===== src/rtl/pipe_hazard_ctrl.sv =====
// Central stall/flush controller for the 5-stage pipeline: load-use stalls,
// multi-cycle data-memory freezes, taken-branch squashes and a stall counter.
module pipe_hazard_ctrl #(
  parameter int REG_AW  = 4,
  parameter int MEM_LAT = 2,
  parameter int CNT_W   = 16
) (
  input  logic              clk,
  input  logic              rst,
  input  logic [REG_AW-1:0] regSrcA_D,
  input  logic [REG_AW-1:0] regSrcB_D,
  input  logic              useA_D,
  input  logic              useB_D,
  input  logic [REG_AW-1:0] regDst_E,
  input  logic              regw_E,
  input  logic              regmem_E,
  input  logic              memreq_M,
  input  logic              branch_E,
  output logic              en_PC,
  output logic              en_FD,
  output logic              en_DE,
  output logic              en_EM,
  output logic              en_MW,
  output logic              flush_FD,
  output logic              flush_DE,
  output logic              flush_MW,
  output logic              busy,
  output logic [CNT_W-1:0]  stall_cnt
);

  typedef enum logic {RUN, MEM_WAIT} state_t;

  typedef struct packed {
    logic en_pc;
    logic en_fd;
    logic en_de;
    logic en_em;
    logic en_mw;
    logic flush_fd;
    logic flush_de;
    logic flush_mw;
  } ctrl_t;

  // Stage-register control patterns, fields ordered as in ctrl_t.
  localparam ctrl_t CTRL_OFF    = 8'b00000_000;
  localparam ctrl_t CTRL_PASS   = 8'b11111_000;
  localparam ctrl_t CTRL_FREEZE = 8'b00001_001;
  localparam ctrl_t CTRL_BRANCH = 8'b11111_110;
  localparam ctrl_t CTRL_LDUSE  = 8'b00111_010;

  // A single-cycle memory never needs a freeze; otherwise the first freeze
  // cycle is spent in RUN, so the wait counter covers the remaining MEM_LAT-2.
  localparam logic       FREEZE_EN = (MEM_LAT > 1);
  localparam logic [3:0] WAIT_LOAD = (MEM_LAT > 1) ? 4'(MEM_LAT - 2) : 4'd0;

  state_t           state_q, state_d;
  logic [3:0]       wait_q, wait_d;
  logic [CNT_W-1:0] stall_q;
  ctrl_t            ctrl;
  logic             busy_c;
  logic             load_use;

  assign load_use = regw_E && regmem_E &&
                    ((useA_D && (regSrcA_D == regDst_E)) ||
                     (useB_D && (regSrcB_D == regDst_E)));

  // NOTE: every signal written here gets a default first so no path leaves it
  // unassigned; a missing default would infer a latch.
  always_comb begin
    ctrl    = CTRL_OFF;
    busy_c  = 1'b0;
    state_d = state_q;
    wait_d  = wait_q;
    // Outputs are held at zero for as long as reset is asserted.
    if (rst) begin
      unique case (state_q)
        RUN: begin
          if (memreq_M && FREEZE_EN) begin
            ctrl    = CTRL_FREEZE;
            state_d = MEM_WAIT;
            wait_d  = WAIT_LOAD;
          end else if (branch_E) begin
            ctrl = CTRL_BRANCH;
          end else if (load_use) begin
            ctrl = CTRL_LDUSE;
          end else begin
            ctrl = CTRL_PASS;
          end
        end
        MEM_WAIT: begin
          busy_c = 1'b1;
          if (wait_q != 4'd0) begin
            ctrl   = CTRL_FREEZE;
            wait_d = wait_q - 4'd1;
          end else begin
            // Release: the M instruction leaves this edge, so memreq_M is not
            // looked at; only the flushes follow the current hazards.
            ctrl    = CTRL_PASS;
            state_d = RUN;
            if (branch_E) begin
              ctrl.flush_fd = 1'b1;
              ctrl.flush_de = 1'b1;
            end else if (load_use) begin
              ctrl.flush_de = 1'b1;
            end
          end
        end
        default: ;
      endcase
    end
  end

  // NOTE: sequential state uses non-blocking assignments so every flop samples
  // the pre-edge values regardless of statement order.
  always_ff @(posedge clk or negedge rst) begin
    if (!rst) begin
      state_q <= RUN;
      wait_q  <= 4'd0;
      stall_q <= '0;
    end else begin
      state_q <= state_d;
      wait_q  <= wait_d;
      if (!ctrl.en_pc && (stall_q != {CNT_W{1'b1}}))
        stall_q <= stall_q + CNT_W'(1);
    end
  end

  assign en_PC     = ctrl.en_pc;
  assign en_FD     = ctrl.en_fd;
  assign en_DE     = ctrl.en_de;
  assign en_EM     = ctrl.en_em;
  assign en_MW     = ctrl.en_mw;
  assign flush_FD  = ctrl.flush_fd;
  assign flush_DE  = ctrl.flush_de;
  assign flush_MW  = ctrl.flush_mw;
  assign busy      = busy_c;
  assign stall_cnt = stall_q;

endmodule


===== config.mk =====
export PLATFORM = sky130hd
export DESIGN_NAME = pipe_hazard_ctrl
export DESIGN_NICKNAME = d
export VERILOG_FILES = /design/src/rtl/pipe_hazard_ctrl.sv
export SDC_FILE = /design/constraint.sdc
export NUM_CORES = 1
export LEC_CHECK = 0
export ABC_CLOCK_PERIOD_IN_PS = 2550
export BUFFER_PORTS_ARGS = -buffer_cell sky130_fd_sc_hd__buf_2
export CAP_MARGIN = 20
export CORE_MARGIN = 2
export CORE_UTILIZATION = 52
export CTS_BUF_LIST = sky130_fd_sc_hd__clkbuf_8
export DETAILED_ROUTE_END_ITERATION = 10
export MAX_ROUTING_LAYER = met4
export PLACE_DENSITY = 0.82
export SLEW_MARGIN = 30
export SYNTH_ARGS = -nofsm -noshare
export SYNTH_HDL_FRONTEND = slang
export SYNTH_SLANG_ARGS = --single-unit

===== constraint.sdc =====
create_clock -name clk -period 2.55 [get_ports clk]
set_clock_uncertainty 0.2 [all_clocks]
set_input_delay 0.765 -clock clk [delete_from_list [all_inputs] [get_ports clk]]
set_output_delay 0.765 -clock clk [all_outputs]
set_load 0.01 [all_outputs]

==> results of run 1 <==
## cells in the mapped netlist, drive strengths merged
cell and instances:
mux2 6, a311oi 1, nand2 15, a21o 2
and4 1, ha 3, nor2 12, dfrtp 21
and4bb 2, nor4 1, and3 4, o22ai 2
a41o 1, and2 2, o31ai 1, inv 5
nor3 3, o21ai 7, o311a 1, o2111ai 2
xor2 1, o211ai 7, nand4 2, nand3 11
buf 6, or3 1, o21bai 1, or3b 1
o41ai 1, or2 1, a31oi 1, xnor2 17
## critical path, stage by stage
cell      delay (ns)
buf_6           0.09
and4bb_1        0.30
nand3_2         0.11
o22ai_4         0.19
nor2_4          0.08
buf_6           0.12
## state kept, by name, indices dropped and copies added, names as in the netlist
name       flops
wait_q         4
stall_cnt     16
state_q        1
## layer usage
layer / vias up / share of wire (%) / track usage [%]
met5: - / 0 / -
met4: 0 / 1.5 / 8.71
met3: 7 / 4.9 / 3.75
met2: 48 / 53 / 38.6
met1: 621 / 40 / 27.2
li1: 631 / - / -
## area by class of cell
cell class	instances	area, µm²	area share, %
multi-input combinational	110	913	46.2
sequential	21	526	26.6
timing repair buffer	61	438	22.1
clock buffer	3	41.3	2.09
tap	30	37.5	1.90
inverter	5	18.8	0.949
clock inverter	1	3.75	0.190
## cells in the final DEF, fill, tap and decap left out, drive strengths merged, types with 2 or more instances in the layout
cell type,Yosys,layout
a21o,2,2
dfrtp,21,21
clkbuf,0,3
nand4,2,2
nand2,15,15
nor2,12,12
o2111ai,2,2
ha,3,3
xnor2,17,17
nand3,11,11
and3,4,4
and2,2,2
inv,5,6
o22ai,2,2
o21ai,7,7
buf,6,61
nor3,3,3
and4bb,2,2
mux2,6,6
o211ai,7,7
## report_power, final
part / total [mW] / switching (mW) / internal (mW)
Combinational: 0.374 / 0.176 / 0.197
Sequential: 0.461 / 0.0727 / 0.388
Clock: 0.216 / 0.109 / 0.107
## cell families after synthesis
group | after synthesis | synth area share [%]
compound gates | 27 | 16.6
buf+inv | 11 | 4.55
simple gates | 56 | 21.6
fa+ha+maj | 3 | 2.73
mux | 6 | 4.91
flops | 21 | 38.2
xor+xnor | 18 | 11.5
## how the worst max path moves through the flow
stage          cells after the start  endpoint          from  slack [ns]
2_1_floorplan                      5     en_PC      branch_E       -0.06
3_3_place_gp                       7  flush_DE  regSrcA_D[0]       -0.08
3_5_place_dp                       6     en_FD      branch_E       -0.11
4_1_cts                            7  flush_DE   regDst_E[3]       -0.09
5_1_grt                            7  flush_DE  regSrcA_D[0]       -0.12
6_report                           6     en_FD      branch_E       -0.07
## repair_timing
item	4_1_cts	5_1_grt
pin swaps	7	14
buffers inserted	3	6
endpoints found under the setup margin	7	7
gates cloned	0	0
resized for setup	20	22
==> run_results.csv, run 1 <==
group,metric,value,unit
sta,rsz0062_at_grt,"true",
floorplan,dieArea,0.00307,mm²
logic_synthesis,synth_top_area_share,38.2,%
cells_and_area,finalInstanceArea,0.00198,mm²
power_and_ir_drop,p_per_area,531,mW/mm²
cells_and_area,drive_gt1_share,48.8,%
sta,slew_headroom,67.0,%
drt,routed_wl,3480,µm
logic_synthesis,syn_inst,142,
floorplan,die_w,55.4,µm
placement,place_area,0.00166,mm²
sta,finalSetupViolations,6,
floorplan,io_pins,45,
sta,fin_tns_setup,-0.199,ns
status,status,"finished with violations",
logic_synthesis,synth_largest_area_cell,"dfrtp_1",
grt,grt.total_usage,22.8,%
cts,clock_sinks,21,
power_and_ir_drop,p_total,1.05,mW
setup_path,reg2reg_to,"stall_cnt[12]",
logic_synthesis,synthTopCellsByArea,"dfrtp_1 38%, xnor2_1 11%, nand2_1 4.1%",
placement,dpl.cell_count,218,
logic_synthesis,ys_ff_latch,21,
setup_path,crit_fanout,3,
cts,hold_buffers,0,
logic_synthesis,yosys_warnings,0,
drt,drt_first_pass_iters,4,
setup_path,startpoint_type,"input pin",
floorplan,die_y,55.4,µm
drt,drc_errors,0,
setup_path,r2r_cells,7,
drt,num_vias,1307,
sta,worst_slack,-0.0728,ns
drt,wire_per_inst,15.1,µm
cts,cts.path.max_buffers,2,
placement,dp_slack,-0.106,ns
drt,viasPerCell,5.66,
setup_path,reg2reg_slack,0.34,ns
grt,grt_pass1_wl,5530,µm
grt,grt_pass1_vias,1256,
cts,cts-root-buf,"clkbuf_8",
drt,drt_iter0_drc,42,
cts,numCtsBuffers,3,
placement,dp_hpwl,2390,µm
placement,numPortBuffers,44,
cts,insertion_delay,0.26,ns
logic_synthesis,synth.avg_cell_area,9.68,µm²
logic_synthesis,syn_nets,165,
setup_path,critPathKind,"input pin to output pin",
cts,htreeDepth,1,
cells_and_area,nFillCells,145,
logic_synthesis,yosysSeqAreaShare,38.2,%
sta,max_clock_freq,381,MHz
cells_and_area,layout.nets,225,
cells_and_area,antenna_cells,0,
cells_and_area,syn_to_final_growth,43.9,%
sta,hold_violations,0,
floorplan,initial_core_util,55.0,%
job,cap_violations,0,
cells_and_area,stdcell_count,231,
cts,cts_tree,"done",
logic_synthesis,synthDistinctLibCells,43,
setup_path,worstReg2RegStart,"state_q",
sta,fin_crit_sh,103,%
logic_synthesis,netlist_area,0.00138,mm²
setup_path,arrival,1.66,ns
grt,grt_max_degree,22,
sta,min_period,2.62,ns
sta,timing.hold.ws,0.118,ns
hold_path,hold_class,"input pin to async pin",
setup_path,critPathRequiredTime,1.59,ns
power_and_ir_drop,ir_drop,0.524,mV
sta,worstMarginPinSlew,0.492,ns
status,violations,"negative setup slack",
grt,antenna_found_initial,0,
setup_path,endpoint_kind,"output pin",
drt,ant_nets,0,
power_and_ir_drop,p_leak,0.937,nW
grt,overflow,0,
cts,path_clk_slew,0.07,ns
placement,gp_congestion,0.821,
cells_and_area,fin_util,79.1,%
floorplan,rows,18,
sta,slew_violations,0,
floorplan,core_area,0.00250,mm²
(Power assumes the default switching activity.)
==> inputs of run 2 (changes only) <==
--- a/config.mk
+++ b/config.mk
@@ -8,9 +8,11 @@
 export ABC_CLOCK_PERIOD_IN_PS = 2550
 export BUFFER_PORTS_ARGS = -buffer_cell sky130_fd_sc_hd__buf_2
 export CAP_MARGIN = 20
+export CORE_ASPECT_RATIO = 1.5
 export CORE_MARGIN = 2
 export CORE_UTILIZATION = 52
 export CTS_BUF_LIST = sky130_fd_sc_hd__clkbuf_8
+export CTS_CLUSTER_DIAMETER = 200
 export DETAILED_ROUTE_END_ITERATION = 10
 export MAX_ROUTING_LAYER = met4
 export PLACE_DENSITY = 0.82
==> run 2 against run 1 <==
  * The flow still finishes with violations (negative setup slack)
  * Power rose by 1.5%
  * Fmax fell by 1.9%
  * Die area rose by 0.27%
  * Combinational power rose by 5.3%
  * Sequential power barely moved
  * First-iteration DRC count rose by 93%
  * Final cell count fell by 3.5%
  * Final area rose by 0.32%
  * Critical path type unchanged
  * Largest power group unchanged
==> run_results.csv, run 2 (same netlist as run 1, synthesis figures left out) <==
group,metric,value,unit
setup_path,endpoint_kind,"output pin",
cts,cts-root-buf,"clkbuf_8",
cells_and_area,layout.nets,223,
hold_path,min_from,"stall_cnt[4]",
setup_path,crit_start,"regSrcA_D[2]",
cts,htreeDepth,1,
grt,grt.total_usage,26.6,%
cells_and_area,drive_gt1_share,49.2,%
floorplan,initial_core_util,55.5,%
cts,path_clk_slew,0.07,ns
floorplan,io_pins,45,
grt,grt_pass1_wl,5940,µm
setup_path,reg2reg_to,"stall_cnt[14]",
floorplan,die_w,46.0,µm
power_and_ir_drop,p_sw_share,34.5,%
power_and_ir_drop,comb_power_share,36.9,%
sta,slew_violations,0,
floorplan,rows,22,
sta,worst_slack,-0.122,ns
cts,hold_buffers,0,
sta,max_clock_freq,374,MHz
job,cap_violations,0,
setup_path,startpoint_type,"input pin",
floorplan,die_y,67.0,µm
power_and_ir_drop,internal_power,0.699,mW
sta,fin_tns_setup,-0.296,ns
drt,ant_nets,0,
cts,cts_tree,"done",
placement,gp_congestion,0.817,
cells_and_area,fin_util,80.1,%
drt,routed_wl,4210,µm
cells_and_area,syn_to_final_growth,44.3,%
setup_path,worstReg2RegStart,"state_q",
cells_and_area,mostFrequentLayoutCells,"32 x buf_2, 21 x dfrtp_1, 14 x nand2_1",
setup_path,arrival,1.71,ns
placement,dp_hpwl,2640,µm
cells_and_area,nFillCells,154,
sta,slew_headroom,67.4,%
grt,antenna_found_initial,0,
drt,drt_iter0_drc,81,
cells_and_area,final_common_cell,"buf_2",
drt,num_vias,1385,
cts,cts.path.max_buffers,2,
sta,fin_crit_sh,105,%
cts,clock_sinks,21,
floorplan,core_area,0.00248,mm²
floorplan,dieArea,0.00308,mm²
setup_path,r2r_cells,6,
status,violations,"negative setup slack",
cts,numCtsBuffers,3,
grt,grt_pass1_vias,1384,
power_and_ir_drop,p_per_area,538,mW/mm²
cells_and_area,seq_area,526,µm²
setup_path,critPathRequiredTime,1.59,ns
cells_and_area,antenna_cells,0,
power_and_ir_drop,p_sw,0.368,mW
cells_and_area,multi_input_area,942,µm²
grt,grt_max_degree,17,
placement,numPortBuffers,44,
power_and_ir_drop,pwr-share-clk,20.1,%
status,status,"finished with violations",
sta,finalSetupViolations,3,
power_and_ir_drop,ir_drop,0.631,mV
grt,overflow,0,
sta,worstMarginPinSlew,0.485,ns
power_and_ir_drop,p_total,1.07,mW
setup_path,crit_end,"flush_DE",
sta,hold_violations,0,
setup_path,critPathKind,"input pin to output pin",
drt,viasPerCell,6.21,
setup_path,crit_fanout,2,
hold_path,whs_path_depth,1,
sta,rsz0062_at_grt,"true",
power_and_ir_drop,p_leak,0.930,nW
drt,wire_per_inst,18.9,µm
sta,min_period,2.67,ns
placement,dp_slack,-0.151,ns
cells_and_area,largest_reg_flops,16,
power_and_ir_drop,pwr-share-seq,43.0,%
hold_path,hold_class,"flip-flop to flip-flop",
cts,insertion_delay,0.26,ns
setup_path,reg2reg_slack,0.36,ns
drt,drt_first_pass_iters,4,
drt,drc_errors,0,
## run 2: critical path, stage by stage
cell and delay (ns):
buf_6 0.11, xnor2_4 0.19, nand3_4 0.11, o22ai_2 0.18, a31oi_1 0.10, nor2_1 0.11, buf_2 0.14
## run 2: how the worst min path moves through the flow
| stage | slack, ns | endpoint |
|---|---|---|
| CTS | 0.32 | stall_cnt[15] |
| global route | 0.33 | stall_cnt[14] |
| floorplan | 0.27 | stall_cnt[0] |
| finish | 0.32 | stall_cnt[4] |
| global placement | 0.30 | stall_cnt[4] |
| detailed placement | 0.31 | stall_cnt[4] |
## run 2: final cells by class
class / instances / area share, %
sequential: 21 / 26.5
clock buffer: 3 / 2.08
timing repair buffer: 59 / 21.3
tap: 24 / 1.51
multi-input combinational: 110 / 47.5
clock inverter: 1 / 0.189
inverter: 5 / 0.946
## run 2: power by group through the flow
stage               clock network (mW)  registers [mW]  logic (mW)
global placement                     0           0.456       0.314
floorplan                            0           0.477       0.177
detailed placement                   0           0.461       0.325
CTS                              0.215           0.455       0.354
global route                     0.238           0.468       0.428
finish                           0.214           0.459       0.394
## run 2: stage by stage
step	instances	hold WS, ns	cell area, µm²
2_1_floorplan	142	0.269	1390
3_3_place_gp	213	0.298	1660
3_5_place_dp	213	0.310	1660
4_1_cts	221	0.319	1830
5_1_grt	223	0.327	1980
6_report	223	0.320	1980
## run 2: repair_timing
| item | 4_1_cts | 5_1_grt |
|---|---|---|
| pin swaps | 16 | 13 |
| endpoints found under the hold margin | 0 | 0 |
| setup endpoints to repair | 7 | 4 |
| gates cloned | 0 | 0 |
| setup buffers | 4 | 2 |
| gates resized for setup | 24 | 23 |
## run 2: per-layer routing
metal | vias to the layer above | GRT usage, % | share of wire (%)
li1 | 621 | - | -
met1 | 693 | 29.6 | 38
met2 | 65 | 46.2 | 55
met3 | 6 | 2.98 | 4.5
met4 | 0 | 11.1 | 1.8
met5 | - | - | 0
==> inputs of run 3 (changes only) <==
--- a/config.mk
+++ b/config.mk
@@ -16,6 +16,7 @@
 export DETAILED_ROUTE_END_ITERATION = 10
 export MAX_ROUTING_LAYER = met4
 export PLACE_DENSITY = 0.82
+export SKIP_LAST_GASP = 1
 export SLEW_MARGIN = 30
 export SYNTH_ARGS = -nofsm -noshare
 export SYNTH_HDL_FRONTEND = slang
==> run 3 against run 2 <==
  * Critical path depth down 1
  * Sequential power about the same
  * Worst hold slack about the same
  * Power down 0.37%
  * Fmax up 1.4%
  * Global-route usage up 0.17 points
  * Flip-flop and latch count unchanged
  * Critical path type unchanged
  * The run still ends with negative setup slack left
==> run_results.csv, run 3 (same netlist as run 1, synthesis figures left out) <==
group,metric,value,unit
sta,max_clock_freq,379,MHz
placement,gp_congestion,0.817,
drt,routed_wl,4010,µm
job,cap_violations,0,
grt,antenna_found_initial,0,
floorplan,die_y,67.0,µm
setup_path,critPathRequiredTime,1.59,ns
setup_path,endpoint_kind,"output pin",
cts,insertion_delay,0.26,ns
status,status,"finished with violations",
setup_path,arrival,1.67,ns
drt,wire_per_inst,18.0,µm
setup_path,startpoint_type,"input pin",
drt,ant_nets,0,
sta,timing.hold.ws,0.320,ns
setup_path,r2r_cells,8,
status,violations,"negative setup slack",
placement,numPortBuffers,44,
grt,grt.total_usage,26.7,%
power_and_ir_drop,p_per_area,541,mW/mm²
cts,htreeDepth,1,
cts,hold_buffers,0,
cells_and_area,antenna_cells,0,
drt,drt_iter0_drc,36,
cts,numCtsBuffers,3,
cts,cts.path.max_buffers,2,
drt,drt_first_pass_iters,4,
floorplan,rows,22,
sta,slew_violations,0,
setup_path,path_depth,6,
sta,slew_headroom,71.6,%
placement,dp_slack,-0.151,ns
sta,worst_slack,-0.0852,ns
sta,hold_violations,0,
grt,grt_pass1_vias,1375,
cts,cts_tree,"done",
hold_path,hold_class,"input pin to async pin",
sta,finalSetupViolations,3,
setup_path,critPathKind,"input pin to output pin",
cts,clock_sinks,21,
cells_and_area,drive_gt1_share,49.2,%
cts,path_clk_slew,0.08,ns
placement,dp_hpwl,2640,µm
floorplan,die_w,46.0,µm
drt,drc_errors,0,
sta,fin_crit_sh,103,%
setup_path,critPathBufInv,2,
floorplan,dieArea,0.00308,mm²
grt,grt_max_degree,17,
floorplan,io_pins,45,
cells_and_area,final_common_cell,"buf_2",
setup_path,cp_slowest_stage_delay,0.32,ns
power_and_ir_drop,p_leak,0.925,nW
sta,rsz0062_at_grt,"true",
drt,num_vias,1362,
setup_path,cpLargestDelayFamily,"simple AND/OR/NAND/NOR gates",
floorplan,initial_core_util,55.5,%
setup_path,critPathSlowestCell,"and4bb_2",
setup_path,crit_top_cell,"buf_6",
drt,viasPerCell,6.11,
grt,overflow,0,
sta,min_period,2.64,ns
cts,cts-root-buf,"clkbuf_8",
cells_and_area,mostFrequentLayoutCells,"34 x buf_2, 21 x dfrtp_1, 15 x buf_4",
sta,worstMarginPinSlew,0.422,ns
setup_path,crit_fanout,3,
cells_and_area,layout.nets,223,
setup_path,crit_chain,"buf_6 > and4bb_2 > nand3_2 > o22ai_4 > nor2_4 > buf_6",
cells_and_area,largest_reg_flops,16,
power_and_ir_drop,ir_drop,0.488,mV
cells_and_area,syn_to_final_growth,42.9,%
grt,grt_pass1_wl,5920,µm
floorplan,core_area,0.00248,mm²
-- run 3: cell counts in the layout (fill, tap and decap cells not counted) --
Identical to the previous run, type by type.
-- run 3: layer usage --
metal	wire length, µm	global-route usage [%]
met1	1410	28.5
met2	2230	46.7
met3	170	3.79
met4	201	12.1
met5	0	-
-- run 3: area by class of cell --
type / instances / area (µm²)
Clock inverter: 1 / 3.75
Fill cell: 149 / 513
Tap cell: 24 / 30.0
Sequential cell: 21 / 526
Multi-Input combinational cell: 110 / 942
Clock buffer: 3 / 41.3
Inverter: 5 / 18.8
Timing Repair Buffer: 59 / 403
-- run 3: final timing paths --
kind / from / end / slack (ns)
setup / recovery: branch_E / en_PC / -0.09
hold / removal: rst / state_q / 0.32
setup reg to reg: wait_q[0] / stall_cnt[14] / 0.34
hold reg to reg: stall_cnt[4] / stall_cnt[4] / 0.32
max in group asynchronous: rst / stall_cnt[9] / 1.60
min in group clk: stall_cnt[4] / stall_cnt[4] / 0.32
-- run 3: worst register-to-register path: cells and delay by family, from the launching register on --
family                   cells  cell delay (ns)
AO/OA/AOI/OAI                2             0.31
multiplexers                 1             0.37
adder cells (fa/ha/maj)      1             0.13
buffers and inverters        3             0.42
AND/OR/NAND/NOR              1             0.26
flip-flops                   1             0.39
-- run 3: what timing repair did --
item                       CTS  global route
setup endpoints to repair    7             4
setup buffers                4             2
pin swaps                   14            14
gates resized for setup     20            23
-- run 3: per-stage QoR --
step	std cells	cell area [µm²]	power [mW]	setup TNS [ns]	utilization, %
after detailed placement	213	1660	0.786	-0.463	67.1
after CTS	221	1830	1.02	-0.300	73.9
after floorplan	142	1390	0.653	-0.0559	-
after global routing	223	1960	1.12	-0.489	79.3
final	223	1960	1.06	-0.244	79.3
after global placement	213	1660	0.770	-0.172	67.1
-- run 3: where the power goes --
group	internal [mW]	leakage, nW	switching [mW]
logic	0.196	0.623	0.191
registers	0.388	0.275	0.0694
clock network	0.107	0.0269	0.110
total	0.692	0.925	0.371
